**config.mk**
```make
export PLATFORM = sky130hd
export DESIGN_NAME = if_fetch_queue
export DESIGN_NICKNAME = d
export VERILOG_FILES = /design/src/rtl/if_fetch_queue.sv
export SDC_FILE = /design/constraint.sdc
export NUM_CORES = 1
export LEC_CHECK = 0
export BUFFER_PORTS_ARGS = -buffer_cell sky130_fd_sc_hd__buf_2
export CAP_MARGIN = 15
export CORE_MARGIN = 5
export CORE_UTILIZATION = 25
export DETAILED_ROUTE_END_ITERATION = 8
export GPL_TIMING_DRIVEN = 0
export PLACE_DENSITY = 0.4
export SKIP_LAST_GASP = 1
export SLEW_MARGIN = 20
export SYNTH_ARGS = -nofsm -noshare
export SYNTH_HDL_FRONTEND = slang
export SYNTH_SLANG_ARGS = --single-unit
export TNS_END_PERCENT = 50
```
**constraint.sdc**
```tcl
create_clock -name clk -period 3.4 [get_ports clk]
set_input_delay 0.51 -clock clk [delete_from_list [all_inputs] [get_ports clk]]
set_output_delay 0.51 -clock clk [all_outputs]
set_load 0.1 [all_outputs]
```
**src/rtl/if_fetch_queue.sv**
```systemverilog
// In-order fetch queue between IF and ID: buffers {PC4,Instr} pairs, shows the
// oldest entry to ID, and back-pressures IF with StallF. Optional: IF_FQ_BYPASS_EN.
module if_fetch_queue #(
   parameter int DEPTH = 4,
   parameter int AW    = 2
) (
   input  logic          clk,
   input  logic          reset,
   input  logic [31:0]   PC4,
   input  logic [31:0]   Instr,
   input  logic          Flush,
   input  logic          StallD,
   output logic          StallF,
   output logic [31:0]   PC4_D,
   output logic [31:0]   Instr_D,
   output logic          ValidD,
   output logic [AW:0]   Count
);

   localparam logic [AW:0] FULL = (AW+1)'(DEPTH);

   logic [63:0]   mem_q [DEPTH];
   logic [63:0]   mem_d [DEPTH];
   logic [AW-1:0] wr_ptr_q, wr_ptr_d;
   logic [AW-1:0] rd_ptr_q, rd_ptr_d;
   logic [AW:0]   count_q, count_d;
   logic          empty, enq, deq, bypass, push, pop;

   always_comb begin
      empty  = (count_q == '0);
      StallF = (count_q == FULL);
      enq    = ~StallF & ~Flush;
`ifdef IF_FQ_BYPASS_EN
      bypass = empty & ~Flush;
`else
      bypass = 1'b0;
`endif
      // Head is show-ahead: the rd_ptr entry, the live fetch when bypassing, or a nop.
      if (bypass) begin
         ValidD  = 1'b1;
         PC4_D   = PC4;
         Instr_D = Instr;
      end else if (empty) begin
         ValidD  = 1'b0;
         PC4_D   = 32'h0;
         Instr_D = 32'h0;
      end else begin
         ValidD  = 1'b1;
         {PC4_D, Instr_D} = mem_q[rd_ptr_q];
      end
      deq = ValidD & ~StallD & ~Flush;
      // A bypassed fetch consumed by ID never touches storage.
      push = enq & ~(bypass & deq);
      pop  = deq & ~bypass;
      Count = count_q;
   end

   always_comb begin
      mem_d    = mem_q;
      wr_ptr_d = wr_ptr_q;
      rd_ptr_d = rd_ptr_q;
      count_d  = count_q;
      if (Flush) begin
         wr_ptr_d = '0;
         rd_ptr_d = '0;
         count_d  = '0;
      end else begin
         if (push) begin
            mem_d[wr_ptr_q] = {PC4, Instr};
            wr_ptr_d        = wr_ptr_q + AW'(1);
         end
         if (pop) begin
            rd_ptr_d = rd_ptr_q + AW'(1);
         end
         count_d = count_q + (AW+1)'(push) - (AW+1)'(pop);
      end
   end

   always_ff @(posedge clk) begin
      if (!reset) begin
         wr_ptr_q <= '0;
         rd_ptr_q <= '0;
         count_q  <= '0;
      end else begin
         wr_ptr_q <= wr_ptr_d;
         rd_ptr_q <= rd_ptr_d;
         count_q  <= count_d;
      end
   end

   // Storage is left uncleared by reset; Count alone gates its visibility.
   always_ff @(posedge clk) begin
      mem_q <= mem_d;
   end

endmodule

```
### Word-level counts from Yosys, hierarchy flattened

Index checks and enable logic that the tools add are counted.

| word-level totals | value |
|---|---|
| register bits | 263 |
| input port bits | 68 |
| output and inout bits | 69 |
| word-level logic and storage cells | 37 |

| operators by class | value |
|---|---|
| add/sub/neg operators | 4 |
| $lt $le $gt $ge | 3 |
| equality and inequality tests | 1 |
| multiplexer cells | 9 |
| bitwise logic cells | 9 |
| reduce and logical (&&, ||, !) cells | 4 |

Operators by type and width:

| kind | number |
|---|---|
| bitwise mux 256 bit | 1 |
| 2-to-1 mux 64 bit | 3 |
| binary-select mux 64 bit (select 2 bit) | 1 |
| demux 64 bit (select 2 bit) | 1 |
| 2-to-1 mux 32 bit | 2 |
| >= comparator 3 bit, second input constant | 2 |
| NOT 2 -> 3 bit | 2 |
| adder 2 x 1 -> 2 bit, second input constant | 2 |
| NOT 1 bit | 4 |
| adder 3 x 1 -> 3 bit | 1 |
| AND 1 bit | 3 |
| == test 3 bit, second input constant | 1 |
| logical NOT 3 bit | 1 |
| < comparator 3 x 1 -> 1 bit, second input constant | 1 |
| subtractor 3 x 1 -> 3 bit | 1 |
| AND reduction 2 bit | 1 |
| OR reduction 2 bit | 1 |
| logical AND 1 bit | 1 |
| 2-to-1 mux 1 bit | 1 |

### Depth between registers and ports, before layout

| logic depth | value |
|---|---|
| depth after elaboration | 6 |
| depth in mapped cells | 11 |
| depth with buffers taken out | 11 |

### Worst setup path before layout

No wires, ideal clock.

| path | value |
|---|---|
| kind | reg2reg |
| start point | register count_q[2], in the netlist Count[2] |
| end point | register mem_q[0] (netlist bit), enable pin |
| arrival time | 4.788 ns |
| required time | 2.853 ns |
| path slack | -1.935 ns |
| cell stages (with the launch flop) | 4 |
| buffers on the path | 0 |
| period minus slack after synthesis | 5.335 ns |
| cell sequence | dfxtp_1 nor3b_1 nor2_1 and2_1 |

| on the way | value |
|---|---|
| word-level cells in the longest chain between the ends | 4 |

Ends and longest elaborated chain:

| element | line | text |
|---|---|---|
| from (decl) | 26 | `logic [AW:0] count_q, count_d;` |
| from (signal assigned) | 87 | `count_q <= count_d;` |
| == test 3 bit | 31 | `StallF = (count_q == FULL);` |
| via StallF | 13 | `output logic StallF,` |
| NOT 1 bit | 32 | `enq = ~StallF & ~Flush;` |
| AND 1 bit | 32 |  |
| AND reduction 2 bit (no line) | -- |  |
| to (signal assigned) | 93 | `mem_q <= mem_d;` |
| to (decl) | 22 | `logic [63:0] mem_q [DEPTH];` |

The timed path passes the listed nets, and every way through them passes these cells.
A chain may end at the register's enable or synchronous reset.

### Worst setup path after layout

| path | value |
|---|---|
| start point | register count_q[1], in the netlist Count[1] |
| end point | output port Instr_D[7] |

| on the way | value |
|---|---|
| word-level cells in the longest chain between the ends | 2 |

Ends and longest elaborated chain:

| element | line | text |
|---|---|---|
| logical NOT 3 bit | 30 | `empty = (count_q == '0);` |
| 2-to-1 mux 32 bit | 43 | `end else if (empty) begin` |
| to (decl) | 15 | `output logic [31:0] Instr_D,` |

Every way passes these cells.

==> run_results.csv <==
group,metric,value,unit
cells_and_area,drive_above_1_share,0.407,
route,post_drt_wl_per_cell,19.9,um
synthesis,syn_avg_cell_area,22.3,um2
die,initial_core_util,0.254,
synthesis,synthTopCellsByCount,"edfxtp_1, and2_1, mux4_2",
sta,setup_tns,0,ps
cells_and_area,fill_cells,3914,
synthesis,synth_most_common_cell,"edfxtp_1",
critical_path,critPathLaunchType,"flop",
synthesis,synthTopCellsByArea,"edfxtp_1, mux4_2, and2_1",
critical_path,crit_chain,"nor3_2 > inv_1 > clkbuf_2 > clkbuf_1 > and2_1 > buf_2",
route,drtIter0Drc,188,
run_status,status,"finished clean",
die,die_y,211,um
clock_network,h-tree-depth,1,
sta,relSlewSlack,0.508,
synthesis,synth_flop_cell,"edfxtp_1",
synthesis,synthArstFlopShare,0,
power,max-vdd-ir-drop,0.343,mV
clock_network,cts_buffers,30,
sta,fin_crit,3200,ps
clock_network,cts_root_buf,"clkbuf_16",
critical_path,slowest_stage,"dfxtp_1",
synthesis,synth.top_cell.area_share,0.761,
sta,rsz0062_at_grt,"yes",
critical_path,crit_path_end,"Instr_D[7]",
critical_path,crit_start,"Count[1]",
run,drv_cap,0,
route,vias,4876,
synthesis,synth-compound-area-share,0.00173,
placement,dp.final_hpwl,14200,um
sta,fmaxAchievable,313,MHz
critical_path,critPathMaxFanout,10,
critical_path,critical-path-top-delay-family,"buffers and inverters",
route,route.detailed.drc,0,
clock_network,postCtsHoldBufs,0,
min_path,hp-start,"Instr[19]",
clock_network,clock_latency,570,ps
synthesis,syn-cell-area,10100,um2
synthesis,synthMuxAreaShare,0.144,
synthesis,synth_xor_area_frac,0.00173,
die,dieWidth,211,um
critical_path,crit_path_end_kind,"output pin",
route,vias_per_cell,4.16,
sta,drv_slew,0,
synthesis,netlist_instances,453,
sta,skew,20.6,ps
critical_path,r2r_setup_slack,920,ps
clock_network,cts_setup_buffers,0,
power,powerDensity,597,nW/um2
critical_path,path_depth,6,
global_routing,grtUsageTotal,0.104,
die,die_area,44500,um2
clock_network,numClockSinks,263,
clock_network,clockBufferDepth,3,
route,detail-route-antenna-nets,0,
die,fp.coreArea,39800,um2
critical_path,critPathBufInv,4,
clock_network,clk_pin_slew,60,ps
critical_path,arrival,2690,ps
sta,finalSetupViolations,0,
global_routing,grt_start_max_net_pins,40,
synthesis,synth-seq-cells,263,
cells_and_area,nets,700,
die,num_rows,73,
clock_network,cts_tree,"built",
placement,port_buffers,136,
route,dr.pass1.iters,4,
synthesis,yosysTopAreaCell,"edfxtp_1",
min_path,min_path_type,"in2reg",
cells_and_area,antenna_cells,0,
synthesis,synthAdderAreaFrac,0.00941,
route,wl,23200,um
critical_path,r2r_cells,11,
power,power_leakage,4.27,nW
synthesis,synth_edf_count,256,
global_routing,grt_pass1_vias,5630,
critical_path,crit_required,2890,ps
die,ios,137,
cells_and_area,syn_to_final_growth,23.5,%
placement,gp_congestion,0.626,
cells_and_area,utilization,0.313,
synthesis,synth_top_family_by_area,"multiplexers",
synthesis,yosysSeqAreaShare,0.775,
critical_path,critPathKind,"reg2out",
critical_path,rr_startpoint,"Count[1]",
global_routing,grt_first_pass_wirelength,35000,um
sta,period_share,0.941,
critical_path,cpPeakStageDelay,510,ps
sta,hold_violations,0,
critical_path,r2r-end,"Count[2]",
synthesis,synthSimpleGateAreaFrac,0.0515,
global_routing,grt_overflow_total,0,
synthesis,synth_nets,528,
synthesis,synth_warnings,0,
synthesis,synthDistinctLibCells,28,
global_routing,antenna_found_initial,0,
sta,worst_pin_slew,738,ps
==> layout make-up <==
type,count,area [um2],share of cell area
sequential,263,7830,0.627
multi-input combinational,162,2120,0.170
timing repair buffer,140,791,0.0634
clock buffer,39,785,0.0629
tap,525,657,0.0526
buffer,22,159,0.0127
clock inverter,14,114,0.00912
inverter,6,22.5,0.00180
==> metrics by stage <==
step / setup WS, ps / hold WS (ps) / total power [W] / cell area, um2 / std cells
floorplan: -303 / 518 / 0.00437 / 10100 / 453
global placement: 335 / 529 / 0.00458 / 11500 / 1114
detailed placement: 301 / 569 / 0.00461 / 11600 / 1118
CTS: 13.6 / 110 / 0.00759 / 12500 / 1171
global route: -21.8 / 117 / 0.00775 / 12500 / 1171
finish: 201 / 158 / 0.00745 / 12500 / 1171
==> registers in the layout, indices dropped and copies added, names as in the netlist <==
signal	flops
Count	3
mem_q	256
rd_ptr_q	2
wr_ptr_q	2
==> logic make-up after synthesis <==
kind of cell             count (synthesis)
buffers and inverters                   28
flip-flops                             263
adder cells (fa/ha/maj)                  7
AND/OR/NAND/NOR                         85
AO/OA/AOI/OAI                            3
multiplexers                            65
XOR/XNOR                                 2
==> power by group <==
group / switching, W / leakage (nW) / total, W / internal [W]
Sequential: 0.0000227 / 2.41 / 0.00369 / 0.00367
Combinational: 0.000638 / 1.43 / 0.000829 / 0.000192
Clock: 0.00124 / 0.435 / 0.00293 / 0.00169
Total: 0.00190 / 4.27 / 0.00745 / 0.00556
==> worst reg2reg max path, delay by kind of cell (launching register included) <==
family / cells / cell delay (ps)
fa+ha+maj: 3 / 790
simple gates: 4 / 730
flops: 1 / 510
buf+inv: 3 / 200
xor+xnor: 1 / 170
==> worst min path at each step <==
stage                             end  slack [ps]  cells past startpoint
after floorplan           wr_ptr_q[1]         520                      2
after global placement    wr_ptr_q[1]         530                      2
after detailed placement  wr_ptr_q[1]         570                      2
after CTS                   mem_q[11]         110                      1
after global routing       mem_q[211]         120                      1
final                       mem_q[83]         160                      1
==> cell usage in the layout (no fill, tap or decap), types with 3 or more instances in the layout <==
| cell | n |
|---|---|
| and2_1 | 66 |
| and2_4 | 4 |
| buf_16 | 4 |
| buf_2 | 141 |
| buf_4 | 3 |
| clkbuf_1 | 14 |
| clkbuf_16 | 30 |
| clkbuf_2 | 4 |
| clkinv_1 | 8 |
| clkinv_2 | 3 |
| dfxtp_1 | 7 |
| edfxtp_1 | 256 |
| ha_1 | 6 |
| inv_1 | 6 |
| mux4_2 | 64 |
| nor2_1 | 5 |
==> layer usage <==
metal	part of all wire	track usage	vias to the layer above	wire length (um)
li1	-	-	2177	-
met1	0.44	0.135	2560	10200
met2	0.50	0.177	114	11500
met3	0.046	0.0187	25	1060
met4	0.020	0.0315	0	462
met5	0	0	-	0
==> repair_timing <==
action,CTS,global route
pin swaps,0,0
endpoints found under the setup margin,50,23
gates resized for setup,2,4
cloned,0,0
No activity file was read; power rests on OpenSTA's default activity.
